[src/rtl/multicycle_control_pkg.sv]
// Shared encodings for the multicycle controller: opcodes, ALU controls, mux selects, PC source and FSM states.
package multicycle_control_pkg;

  localparam int unsigned OPC_W   = 7;
  localparam int unsigned ST_W    = 3;
  localparam int unsigned ALUOP_W = 2;
  localparam int unsigned PCSRC_W = 2;

  localparam logic [OPC_W-1:0] OPC_LOAD   = 7'b0000011;
  localparam logic [OPC_W-1:0] OPC_STORE  = 7'b0100011;
  localparam logic [OPC_W-1:0] OPC_OP     = 7'b0110011;
  localparam logic [OPC_W-1:0] OPC_OP_IMM = 7'b0010011;
  localparam logic [OPC_W-1:0] OPC_BRANCH = 7'b1100011;
  localparam logic [OPC_W-1:0] OPC_JAL    = 7'b1101111;
  localparam logic [OPC_W-1:0] OPC_JALR   = 7'b1100111;
  localparam logic [OPC_W-1:0] OPC_AUIPC  = 7'b0010111;
  localparam logic [OPC_W-1:0] OPC_LUI    = 7'b0110111;

  localparam logic [ALUOP_W-1:0] CTL_ALU_ADD = 2'd0;
  localparam logic [ALUOP_W-1:0] CTL_ALU_IMM = 2'd1;
  localparam logic [ALUOP_W-1:0] CTL_ALU_REG = 2'd2;
  localparam logic [ALUOP_W-1:0] CTL_ALU_BR  = 2'd3;

  localparam logic ALU_SRC1_RS1 = 1'b0;
  localparam logic ALU_SRC1_PC  = 1'b1;
  localparam logic ALU_SRC2_RS2 = 1'b0;
  localparam logic ALU_SRC2_IMM = 1'b1;
  localparam logic OUT_SEL_ALU  = 1'b0;
  localparam logic OUT_SEL_IMM  = 1'b1;
  localparam logic ADDR_SEL_PC  = 1'b0;
  localparam logic ADDR_SEL_ALU = 1'b1;

  localparam logic [PCSRC_W-1:0] PC_SRC_PC4    = 2'd0;
  localparam logic [PCSRC_W-1:0] PC_SRC_BRANCH = 2'd1;
  localparam logic [PCSRC_W-1:0] PC_SRC_JUMP   = 2'd2;

  localparam logic [ST_W-1:0] ST_FETCH  = 3'd0;
  localparam logic [ST_W-1:0] ST_DECODE = 3'd1;
  localparam logic [ST_W-1:0] ST_EXEC   = 3'd2;
  localparam logic [ST_W-1:0] ST_MEM    = 3'd3;
  localparam logic [ST_W-1:0] ST_WB     = 3'd4;
  localparam logic [ST_W-1:0] ST_TRAP   = 3'd5;

  typedef enum logic [3:0] {
    CLS_LOAD, CLS_STORE, CLS_OP, CLS_OP_IMM, CLS_BRANCH,
    CLS_JAL, CLS_JALR, CLS_AUIPC, CLS_LUI, CLS_ILLEGAL
  } opc_class_e;

  function automatic opc_class_e decode_class(input logic [OPC_W-1:0] opc);
    case (opc)
      OPC_LOAD:   decode_class = CLS_LOAD;
      OPC_STORE:  decode_class = CLS_STORE;
      OPC_OP:     decode_class = CLS_OP;
      OPC_OP_IMM: decode_class = CLS_OP_IMM;
      OPC_BRANCH: decode_class = CLS_BRANCH;
      OPC_JAL:    decode_class = CLS_JAL;
      OPC_JALR:   decode_class = CLS_JALR;
      OPC_AUIPC:  decode_class = CLS_AUIPC;
      OPC_LUI:    decode_class = CLS_LUI;
      default:    decode_class = CLS_ILLEGAL;
    endcase
  endfunction

endpackage

[src/rtl/multicycle_control_if.sv]
// Controller <-> datapath/bus signal bundle; master is the controller, slave the datapath side.
interface multicycle_control_if;
  import multicycle_control_pkg::*;

  logic [OPC_W-1:0]   opcode;
  logic               branch_taken;
  logic               bus_ready;
  logic               ir_write;
  logic               pc_write;
  logic               bus_read;
  logic               bus_write;
  logic               bus_addr_sel;
  logic               bus_to_reg;
  logic               reg_write;
  logic               alu_src_1;
  logic               alu_src_2;
  logic               out_sel;
  logic               trap;
  logic               bus_err;
  logic [PCSRC_W-1:0] pc_src;
  logic [ALUOP_W-1:0] alu_op;
  logic [ST_W-1:0]    state;

  modport master (
    input  opcode, branch_taken, bus_ready,
    output ir_write, pc_write, bus_read, bus_write, bus_addr_sel, bus_to_reg,
           reg_write, alu_src_1, alu_src_2, out_sel, trap, bus_err, pc_src, alu_op, state
  );

  modport slave (
    output opcode, branch_taken, bus_ready,
    input  ir_write, pc_write, bus_read, bus_write, bus_addr_sel, bus_to_reg,
           reg_write, alu_src_1, alu_src_2, out_sel, trap, bus_err, pc_src, alu_op, state
  );
endinterface

[src/rtl/multicycle_control_bus_timer.sv]
// Bus wait counter: counts not-ready cycles of a FETCH/MEM transfer and flags the timeout cycle.
module mc_bus_timer #(
  parameter int unsigned TW             = 4,
  parameter int unsigned TIMEOUT_CYCLES = 15
) (
  input  logic clk,
  input  logic rst_n,
  input  logic wait_active,
  input  logic bus_ready,
  output logic timeout_c
);

  localparam int unsigned LIMIT_M1 = (TIMEOUT_CYCLES == 0) ? 0 : TIMEOUT_CYCLES - 1;
  localparam logic        TMO_EN   = (TIMEOUT_CYCLES != 0);

  logic [TW-1:0] cnt_q, cnt_d;

  // Counter is zero outside a stalled transfer, so every FETCH/MEM entry starts from 0.
  always_comb begin
    cnt_d = '0;
    if (wait_active && !bus_ready) begin
      cnt_d = (cnt_q == {TW{1'b1}}) ? cnt_q : cnt_q + TW'(1);
    end
  end

  always_ff @(posedge clk) begin
    if (!rst_n) cnt_q <= '0;
    else        cnt_q <= cnt_d;
  end

  // The stall cycle that brings the count to the limit; a ready in that cycle completes instead.
  assign timeout_c = TMO_EN && wait_active && !bus_ready && (cnt_q == TW'(LIMIT_M1));

endmodule

[src/rtl/multicycle_control.sv]
// Multicycle CPU control FSM (FETCH/DECODE/EXEC/MEM/WB/TRAP) with bus timeout.
// Define MC_ILLEGAL_TRAP_EN to trap unsupported opcodes instead of retiring them as no-ops.
module multicycle_control
  import multicycle_control_pkg::*;
#(
  parameter int unsigned TIMEOUT_CYCLES = 15,
  parameter int unsigned TW             = 4
) (
  input  logic                 clk,
  input  logic                 rst_n,
  multicycle_control_if.master bus
);

  logic [ST_W-1:0] state_q, state_d;
  opc_class_e      cls_q, cls_d;
  logic            bus_err_q, bus_err_d;
  logic            wait_active_c;
  logic            timeout_c;

  assign wait_active_c = (state_q == ST_FETCH) || (state_q == ST_MEM);

  mc_bus_timer #(
    .TW             (TW),
    .TIMEOUT_CYCLES (TIMEOUT_CYCLES)
  ) u_bus_timer (
    .clk         (clk),
    .rst_n       (rst_n),
    .wait_active (wait_active_c),
    .bus_ready   (bus.bus_ready),
    .timeout_c   (timeout_c)
  );

  always_ff @(posedge clk) begin
    if (!rst_n) begin
      state_q   <= ST_FETCH;
      cls_q     <= CLS_ILLEGAL;
      bus_err_q <= 1'b0;
    end else begin
      state_q   <= state_d;
      cls_q     <= cls_d;
      bus_err_q <= bus_err_d;
    end
  end

  // Outputs decode from state_q/cls_q; only handshake strobes also see bus_ready/branch_taken.
  always_comb begin
    state_d          = state_q;
    cls_d            = cls_q;
    bus_err_d        = bus_err_q;
    bus.ir_write     = 1'b0;
    bus.pc_write     = 1'b0;
    bus.bus_read     = 1'b0;
    bus.bus_write    = 1'b0;
    bus.bus_addr_sel = ADDR_SEL_PC;
    bus.bus_to_reg   = 1'b0;
    bus.reg_write    = 1'b0;
    bus.alu_src_1    = ALU_SRC1_RS1;
    bus.alu_src_2    = ALU_SRC2_RS2;
    bus.out_sel      = OUT_SEL_ALU;
    bus.alu_op       = CTL_ALU_ADD;
    bus.pc_src       = PC_SRC_PC4;
    bus.trap         = 1'b0;
    bus.bus_err      = bus_err_q;
    bus.state        = state_q;

    case (state_q)
      ST_FETCH: begin
        bus.bus_read = 1'b1;
        if (bus.bus_ready) begin
          bus.ir_write = 1'b1;
          state_d      = ST_DECODE;
        end else if (timeout_c) begin
          state_d   = ST_TRAP;
          bus_err_d = 1'b1;
        end
      end

      ST_DECODE: begin
        cls_d   = decode_class(bus.opcode);
        state_d = ST_EXEC;
`ifdef MC_ILLEGAL_TRAP_EN
        if (cls_d == CLS_ILLEGAL) state_d = ST_TRAP;
`endif
      end

      ST_EXEC: begin
        state_d = ST_WB;
        case (cls_q)
          CLS_LOAD, CLS_STORE: begin
            bus.alu_src_2 = ALU_SRC2_IMM;
            state_d       = ST_MEM;
          end
          CLS_JALR: bus.alu_src_2 = ALU_SRC2_IMM;
          CLS_JAL, CLS_AUIPC: begin
            bus.alu_src_1 = ALU_SRC1_PC;
            bus.alu_src_2 = ALU_SRC2_IMM;
          end
          CLS_OP_IMM: begin
            bus.alu_op    = CTL_ALU_IMM;
            bus.alu_src_2 = ALU_SRC2_IMM;
          end
          CLS_OP:  bus.alu_op  = CTL_ALU_REG;
          CLS_LUI: bus.out_sel = OUT_SEL_IMM;
          CLS_BRANCH: begin
            bus.alu_op   = CTL_ALU_BR;
            bus.pc_write = 1'b1;
            bus.pc_src   = bus.branch_taken ? PC_SRC_BRANCH : PC_SRC_PC4;
            state_d      = ST_FETCH;
          end
          default: begin
            // Unsupported opcode retires as a no-op
            bus.pc_write = 1'b1;
            state_d      = ST_FETCH;
          end
        endcase
      end

      ST_MEM: begin
        bus.bus_addr_sel = ADDR_SEL_ALU;
        bus.bus_read     = (cls_q == CLS_LOAD);
        bus.bus_write    = (cls_q == CLS_STORE);
        if (bus.bus_ready) begin
          if (cls_q == CLS_LOAD) begin
            state_d = ST_WB;
          end else begin
            bus.pc_write = 1'b1;
            state_d      = ST_FETCH;
          end
        end else if (timeout_c) begin
          state_d   = ST_TRAP;
          bus_err_d = 1'b1;
        end
      end

      ST_WB: begin
        bus.reg_write  = 1'b1;
        bus.bus_to_reg = (cls_q == CLS_LOAD);
        bus.pc_write   = 1'b1;
        bus.pc_src     = ((cls_q == CLS_JAL) || (cls_q == CLS_JALR)) ? PC_SRC_JUMP : PC_SRC_PC4;
        state_d        = ST_FETCH;
      end

      ST_TRAP: bus.trap = 1'b1;

      default: state_d = ST_FETCH;
    endcase
  end

endmodule

[src/flat_wrapper.sv]
// flat-port wrapper written by rule: the top's interface ports become plain ports
module multicycle_control_flat import multicycle_control_pkg::*;
#(
  parameter int unsigned TIMEOUT_CYCLES = 15,
  parameter int unsigned TW             = 4
)
  (clk, rst_n, bus_opcode, bus_branch_taken, bus_bus_ready, bus_ir_write, bus_pc_write, bus_bus_read, bus_bus_write, bus_bus_addr_sel, bus_bus_to_reg, bus_reg_write, bus_alu_src_1, bus_alu_src_2, bus_out_sel, bus_trap, bus_bus_err, bus_pc_src, bus_alu_op, bus_state);
  multicycle_control_if bus_i ();
  input  logic clk;
  input  logic rst_n;
  input wire logic [$bits(bus_i.opcode)-1:0] bus_opcode;
  input wire logic [$bits(bus_i.branch_taken)-1:0] bus_branch_taken;
  input wire logic [$bits(bus_i.bus_ready)-1:0] bus_bus_ready;
  output wire logic [$bits(bus_i.ir_write)-1:0] bus_ir_write;
  output wire logic [$bits(bus_i.pc_write)-1:0] bus_pc_write;
  output wire logic [$bits(bus_i.bus_read)-1:0] bus_bus_read;
  output wire logic [$bits(bus_i.bus_write)-1:0] bus_bus_write;
  output wire logic [$bits(bus_i.bus_addr_sel)-1:0] bus_bus_addr_sel;
  output wire logic [$bits(bus_i.bus_to_reg)-1:0] bus_bus_to_reg;
  output wire logic [$bits(bus_i.reg_write)-1:0] bus_reg_write;
  output wire logic [$bits(bus_i.alu_src_1)-1:0] bus_alu_src_1;
  output wire logic [$bits(bus_i.alu_src_2)-1:0] bus_alu_src_2;
  output wire logic [$bits(bus_i.out_sel)-1:0] bus_out_sel;
  output wire logic [$bits(bus_i.trap)-1:0] bus_trap;
  output wire logic [$bits(bus_i.bus_err)-1:0] bus_bus_err;
  output wire logic [$bits(bus_i.pc_src)-1:0] bus_pc_src;
  output wire logic [$bits(bus_i.alu_op)-1:0] bus_alu_op;
  output wire logic [$bits(bus_i.state)-1:0] bus_state;
  assign bus_i.opcode = bus_opcode;
  assign bus_i.branch_taken = bus_branch_taken;
  assign bus_i.bus_ready = bus_bus_ready;
  assign bus_ir_write = bus_i.ir_write;
  assign bus_pc_write = bus_i.pc_write;
  assign bus_bus_read = bus_i.bus_read;
  assign bus_bus_write = bus_i.bus_write;
  assign bus_bus_addr_sel = bus_i.bus_addr_sel;
  assign bus_bus_to_reg = bus_i.bus_to_reg;
  assign bus_reg_write = bus_i.reg_write;
  assign bus_alu_src_1 = bus_i.alu_src_1;
  assign bus_alu_src_2 = bus_i.alu_src_2;
  assign bus_out_sel = bus_i.out_sel;
  assign bus_trap = bus_i.trap;
  assign bus_bus_err = bus_i.bus_err;
  assign bus_pc_src = bus_i.pc_src;
  assign bus_alu_op = bus_i.alu_op;
  assign bus_state = bus_i.state;
  multicycle_control #(.TIMEOUT_CYCLES(TIMEOUT_CYCLES), .TW(TW)) u_core (.clk(clk), .rst_n(rst_n), .bus(bus_i));
endmodule
[config.mk]
export PLATFORM = sky130hd
export DESIGN_NAME = multicycle_control_flat
export DESIGN_NICKNAME = d
export VERILOG_FILES = /design/src/rtl/multicycle_control_pkg.sv /design/src/rtl/multicycle_control_if.sv /design/src/rtl/multicycle_control_bus_timer.sv /design/src/rtl/multicycle_control.sv /design/src/flat_wrapper.sv
export SDC_FILE = /design/constraint.sdc
export NUM_CORES = 1
export LEC_CHECK = 0
export CORE_MARGIN = 2
export CORE_UTILIZATION = 40
export DETAILED_ROUTE_END_ITERATION = 12
export PLACE_DENSITY = 0.69
export SYNTH_ARGS = -nofsm -noshare
export SYNTH_HDL_FRONTEND = slang
export SYNTH_HIERARCHICAL = 1
export SYNTH_SLANG_ARGS = --single-unit
[constraint.sdc]
create_clock -name clk -period 1.45 [get_ports clk]
set_input_delay 0.29 -clock clk [delete_from_list [all_inputs] [get_ports clk]]
set_output_delay 0.29 -clock clk [all_outputs]
set_load 0.005 [all_outputs]
==> results by group <==
Outcome
  • Status: finished with violations
  • Violated checks: negative setup slack

Clocking
  • CTS Buffer Depth: 2
  • Clock Root Buffer: clkbuf_4
  • CTS tree: yes
  • H-tree Lvls: 1
  • Post-CTS Hold Buffers: 0
  • Clock sinks: 12
  • TritonCTS buffer count: 3
  • Reg clk slew, reported paths: 0.09 ns
  • Clock Latency Late Sink: 0.28 ns

Flow run
  • Total of max-cap violations: 0

Placement
  • Gpl congestion: 0.788
  • I/O Buffers: 29
  • Placed Area: 1500 um^2
  • Pre-CTS WS: -0.465 ns
  • HPWL Detailed: 2.02 mm

Min path
  • Worst hold path class: reg2reg

STA
  • Worst setup margin: -0.501 ns
  • Fmax: 0.513 GHz
  • Final min period: 1.95 ns
  • RSZ-0062 raised after global routing: true
  • Tcrit/Tclk final: 1.35
  • Worst Skew: 0.00699 ns
  • Fin. max-slew vios: 0
  • Final hold violation count: 0
  • Final setup violation count: 24
  • Slew margin rel.: 0.804
  • Sum Neg Setup Slack: -6.49 ns
  • Worst Tran Pin Value: 0.291 ns

Synthesis
  • Cell variety after synth: 45
  • Synth area leader: dfxtp_1
  • Async set or reset register ratio after synthesis: 0
  • Syn_nets: 135
  • Top cells by area, synth: dfxtp_1 25%, nor2_1 5.5%, a21oi_1 4.7%
  • Synth top area share: 0.250
  • Synthesized area: 962 um^2
  • Synth cell count leaders: 14 x nor2_1, 12 x dfxtp_1, 9 x a21oi_1, 8 x nand2_1, 6 x inv_1
  • #FFs+latches synth: 12
  • Mean Syn Cell Area: 7.89 um^2
  • Mapped Cells: 122
  • Synth Flop Type: dfxtp_1
  • Syn. warnings: 6
  • Most frequent cell after synthesis: nor2_1
  • EDFF count, synth: 0
  • Sequential fraction of the synthesis area: 0.250

Power
  • Power density over cell area: 474 nW/um^2
  • Final Power: 931 uW
  • Worst VDD drop: 0.519 mV
  • Leakage power: 0.870 nW

Critical path
  • Crit path DAT: 1.66 ns
  • WS Path Type: reg2out
  • Crit-path max FO: 4
  • Crit start category: flop
  • Crit-path slowest cell: or4b_4
  • Worst-path cell chain: or4b_4 > o21ai_2 > or3_1 > nand3_1 > buf_2
  • CP Data Required Time: 1.16 ns
  • Delay of the slowest critical-path stage: 0.55 ns
  • Critical Path End Type: output pin

Die
  • Die Width: 53.0 um
  • Placement Rows: 17
  • Boundary Pins: 30
  • Placeable Area: 2230 um^2
  • Die ar.: 2810 um^2
  • Initial Utilization: 0.431
  • Die height: 53.0 um

Global route
  • Largest net degree at the start of global routing: 9
  • Total gr overflow: 0
  • Vias in the first global route: 1317
  • All-layer global routing usage: 0.296
  • Antenna violations before repair: 0
  • Global-route wire length before repair: 6.04 mm

Detailed routing
  • Vias/cell: 5.95
  • Post-route ant nets: 0
  • Via Count: 1392
  • Drt wl/cell: 19.9 um
  • First-pass DRT Iterations: 10
  • Post-Route WL: 4.65 mm
  • Drt drc: 0
  • Iteration-0 DRC count of the detailed router: 81

Layout
  • NumNets Final: 220
  • Share of cells above drive strength 1: 0.607
  • Diode count: 0
  • Register area: 259 um^2
  • Post-layout util: 0.880
  • Multi-input logic area: 868 um^2
  • Area Growth Syn to Fin: 104%
  • FILL cells: 104
  • Design area: 1960 um^2
worst max-delay path: cells and delay by family, from the launching register on:
kind | cells | cell delay (ns)
AOI/OAI and AO/OA | 1 | 0.08
buffers and inverters | 1 | 0.14
DFF | 1 | 0.37
and+or+nand+nor | 3 | 0.78
final cells by class:
class                      instances  share of cell area
multi-input combinational         99               0.442
timing repair buffer              85               0.378
sequential                        12               0.132
clock buffer                       4              0.0185
tap                               28              0.0178
inverter                           6              0.0115
path summary, 6_finish.rpt:
check | slack, ns | startpoint | cells after the start | to
min reg2reg | 0.56 | u_core/bus.bus_err | 1 | u_core/bus.bus_err
min | 0.56 | u_core/bus.bus_err | 1 | u_core/bus.bus_err
max reg2reg | -0.49 | u_core/bus.state[1] | 9 | u_core/bus.state[1]
max | -0.50 | u_core/cls_q[2] | 5 | bus_pc_write
metrics by stage:
stage / std cells / hold WS (ns)
2_1_floorplan: 122 / 0.352
6_report: 234 / 0.563
3_5_place_dp: 208 / 0.467
4_1_cts: 234 / 0.485
3_3_place_gp: 208 / 0.457
5_1_grt: 234 / 0.578
per-layer routing:
metal | global-route usage | up-vias | part of all wire
met5 | 0 | - | 0
met4 | 0.141 | 0 | 0.060
met3 | 0.0395 | 33 | 0.085
met2 | 0.544 | 93 | 0.50
met1 | 0.331 | 654 | 0.35
li1 | - | 612 | -
state kept, by name (all words and copies together) (netlist names):
signal and cells:
u_core/bus.state 3, u_core/bus.bus_err 1, u_core/u_bus_timer/cnt_q 4, u_core/cls_q 4
logic make-up after synthesis:
| kind of cell | Yosys count | synth area share |
|---|---|---|
| AO/OA/AOI/OAI | 30 | 0.211 |
| buffers and inverters | 11 | 0.0715 |
| adder cells (fa/ha/maj) | 2 | 0.0260 |
| AND/OR/NAND/NOR | 63 | 0.406 |
| XOR/XNOR | 4 | 0.0364 |
| flip-flops | 12 | 0.250 |
layout by cell type (no fill, tap or decap), drive strengths merged, types with 2 or more instances in the layout:
cell and count:
nor3b 4, clkdlybuf4s50 10, nand3b 4, nor4b 2, nor3 3, clkbuf 5, and3 4, nor2b 5
nand2 8, nand4 3, inv 6, o21ai 6, nor2 15, a211oi 2, ha 2, a31o 2
xor2 2, o21a 4, and3b 2, dfxtp 12, a21oi 10, or3 2, nand2b 3, nand3 3
xnor2 2, buf 71
where the power goes:
| group | switching, mW | internal (mW) | total [mW] |
|---|---|---|---|
| combinational | 0.135 | 0.168 | 0.303 |
| sequential | 0.0107 | 0.334 | 0.344 |
| clock | 0.131 | 0.153 | 0.284 |
timing repair:
item | CTS | global route
setup buffers | 25 | 6
gates resized for setup | 129 | 26
setup endpoints to repair | 22 | 30
pin swaps | 26 | 9
Power figures use the tool's default switching activity.
==> RTL change, RTL diff (same settings) <==
`TIMEOUT_CYCLES` is set to 15 in 3 places; all go to 7.
--- a/src/rtl/multicycle_control_bus_timer.sv
+++ b/src/rtl/multicycle_control_bus_timer.sv
@@ -1,7 +1,7 @@
 // Bus wait counter: counts not-ready cycles of a FETCH/MEM transfer and flags the timeout cycle.
 module mc_bus_timer #(
   parameter int unsigned TW             = 4,
-  parameter int unsigned TIMEOUT_CYCLES = 15
+  parameter int unsigned TIMEOUT_CYCLES = 7
 ) (
   input  logic clk,
   input  logic rst_n,
--- a/src/rtl/multicycle_control.sv
+++ b/src/rtl/multicycle_control.sv
@@ -3,7 +3,7 @@
 module multicycle_control
   import multicycle_control_pkg::*;
 #(
-  parameter int unsigned TIMEOUT_CYCLES = 15,
+  parameter int unsigned TIMEOUT_CYCLES = 7,
   parameter int unsigned TW             = 4
 ) (
   input  logic                 clk,
--- a/src/flat_wrapper.sv
+++ b/src/flat_wrapper.sv
@@ -1,7 +1,7 @@
 // flat-port wrapper written by rule: the top's interface ports become plain ports
 module multicycle_control_flat import multicycle_control_pkg::*;
 #(
-  parameter int unsigned TIMEOUT_CYCLES = 15,
+  parameter int unsigned TIMEOUT_CYCLES = 7,
   parameter int unsigned TW             = 4
 )
   (clk, rst_n, bus_opcode, bus_branch_taken, bus_bus_ready, bus_ir_write, bus_pc_write, bus_bus_read, bus_bus_write, bus_bus_addr_sel, bus_bus_to_reg, bus_reg_write, bus_alu_src_1, bus_alu_src_2, bus_out_sel, bus_trap, bus_bus_err, bus_pc_src, bus_alu_op, bus_state);
Check against the original RTL: not equivalent (Yosys sat finds a counterexample within 10 cycles, from zero or initial values and one cycle with rst_n low).
==> RTL change against the original RTL <==
  * The run still ends with setup timing left
  * Worst setup slack lost 9.9 ps
  * Clock power shrank 2%
  * Utilization grew 8.2 points
  * Sequential share of layout area shrank 1.3 points
  * Power grew 6.5%
  * Routed wire length grew 43%
  * Synthesized area grew 0.13%
  * Design area grew 10%
  * Sequential cell count is the same
  * Critical path type unchanged
  * Critical endpoint is now bus_bus_read
  * Highest routed layer unchanged
==> RTL change: results (changes against the original RTL) <==
timing:
  holdWs_ps: 601  # +37.8 ps
  skew_ps: 1.66  # -5.33 ps
  relSlewSlack_pct: 70.6  # -9.8 points
  fin_setup_tns_ps: -7590  # -1110 ps
  finalSetupViolations: 28  # +17%
  setup_ws_ps: -511  # -9.89 ps
detailed_routing:
  wl_met3_um: 719  # +81%
  drtPass1Iterations: 4  # -6
  wl_per_cell_um: 26.0  # +31%
  num_vias: 1681  # +21%
  wl_met1_mm: 2.24  # +38%
  drtIter0Drc: 142  # +75%
setup_path:
  critPathLaunch: "u_core/cls_q[2]"
  r2r-end: "u_core/bus.state[0]"
  cp-endpoint: "bus_bus_read"
  cp_slowest_cell: "or4_4"
  reg2reg_from: "u_core/bus.state[0]"
  rrSetupSlack_ps: -460  # +30 ps
logic_synthesis:
  synth_fa_ha_area_share_pct: 2.60  # -0.0034 points
  synth_warnings: 6  # unchanged
  synth.area.top_cells: "dfxtp_1 25%, nor2_1 5.5%, a21oi_1 4.7%"
  synth_xor_area_share_pct: 3.64  # -0.0047 points
  synth_compound_area_share_pct: 21.0  # -0.027 points
  synth_seq_area_share_pct: 24.9  # -0.032 points
power_and_ir_drop:
  powerDensity_mw_per_mm2: 458  # -3.5%
  leakagePower_uw: 0.000988  # +14%
  powerComb_uw: 367  # +21%
  pg_clk_uw: 279  # -2%
  ir_worst_vdd_mv: 0.643  # +24%
run_status:
  violations: "setup timing"
  status: "finished with violations"
global_routing:
  met2_usage_pct: 59.2  # +4.8 points
  grt_pass1_wl_mm: 6.46  # +7.0%
  use_met3_pct: 3.67  # -0.28 points
  met1_usage_pct: 36.7  # +3.6 points
  grt_usage_pct: 32.1  # +2.5 points
placement:
  placed_cell_area_mm2: 0.00153  # +2.1%
  gp_congestion: 0.782  # -0.79%
  hpwl_mm: 2.07  # +2.7%
cells_and_area:
  nets: 241  # +9.5%
  drive_gt1_share_pct: 66.1  # +5.4 points
  nFillCells: 48  # -54%
clock_network:
  cts.repair.resized: 115  # -11%
  post_cts_buffers: 24  # -4.0%
RTL change: changes by cell type after synthesis, sizes merged:
cell and change:
nand2 +1, nor3b -1, nand3 -1, nor4b +1
RTL change: logic make-up after synthesis:
logic type | count (synthesis)
and+or+nand+nor | 63
AOI/OAI and AO/OA | 30
DFF | 12
buffers and inverters | 11
xor gates and xnor gates | 4
adders and majority gates | 2
RTL change: cell type report:
class | count | area [µm²] | share of cell area (%)
Multi-Input combinational cell | 99 | 875 | 40.4
Inverter | 6 | 22.5 | 1.04
Clock buffer | 4 | 36.3 | 1.67
Sequential cell | 12 | 256 | 11.8
Tap cell | 28 | 35.0 | 1.62
Timing Repair Buffer | 106 | 942 | 43.5
RTL change: through the flow:
| stage | instances | utilization, % | worst slack [ps] |
|---|---|---|---|
| after floorplan | 122 | - | -35.2 |
| after global placement | 212 | 67.8 | -436 |
| after detailed placement | 212 | 67.8 | -485 |
| after CTS | 239 | 84.7 | -448 |
| after global routing | 255 | 96.1 | -547 |
| final | 255 | 96.1 | -511 |
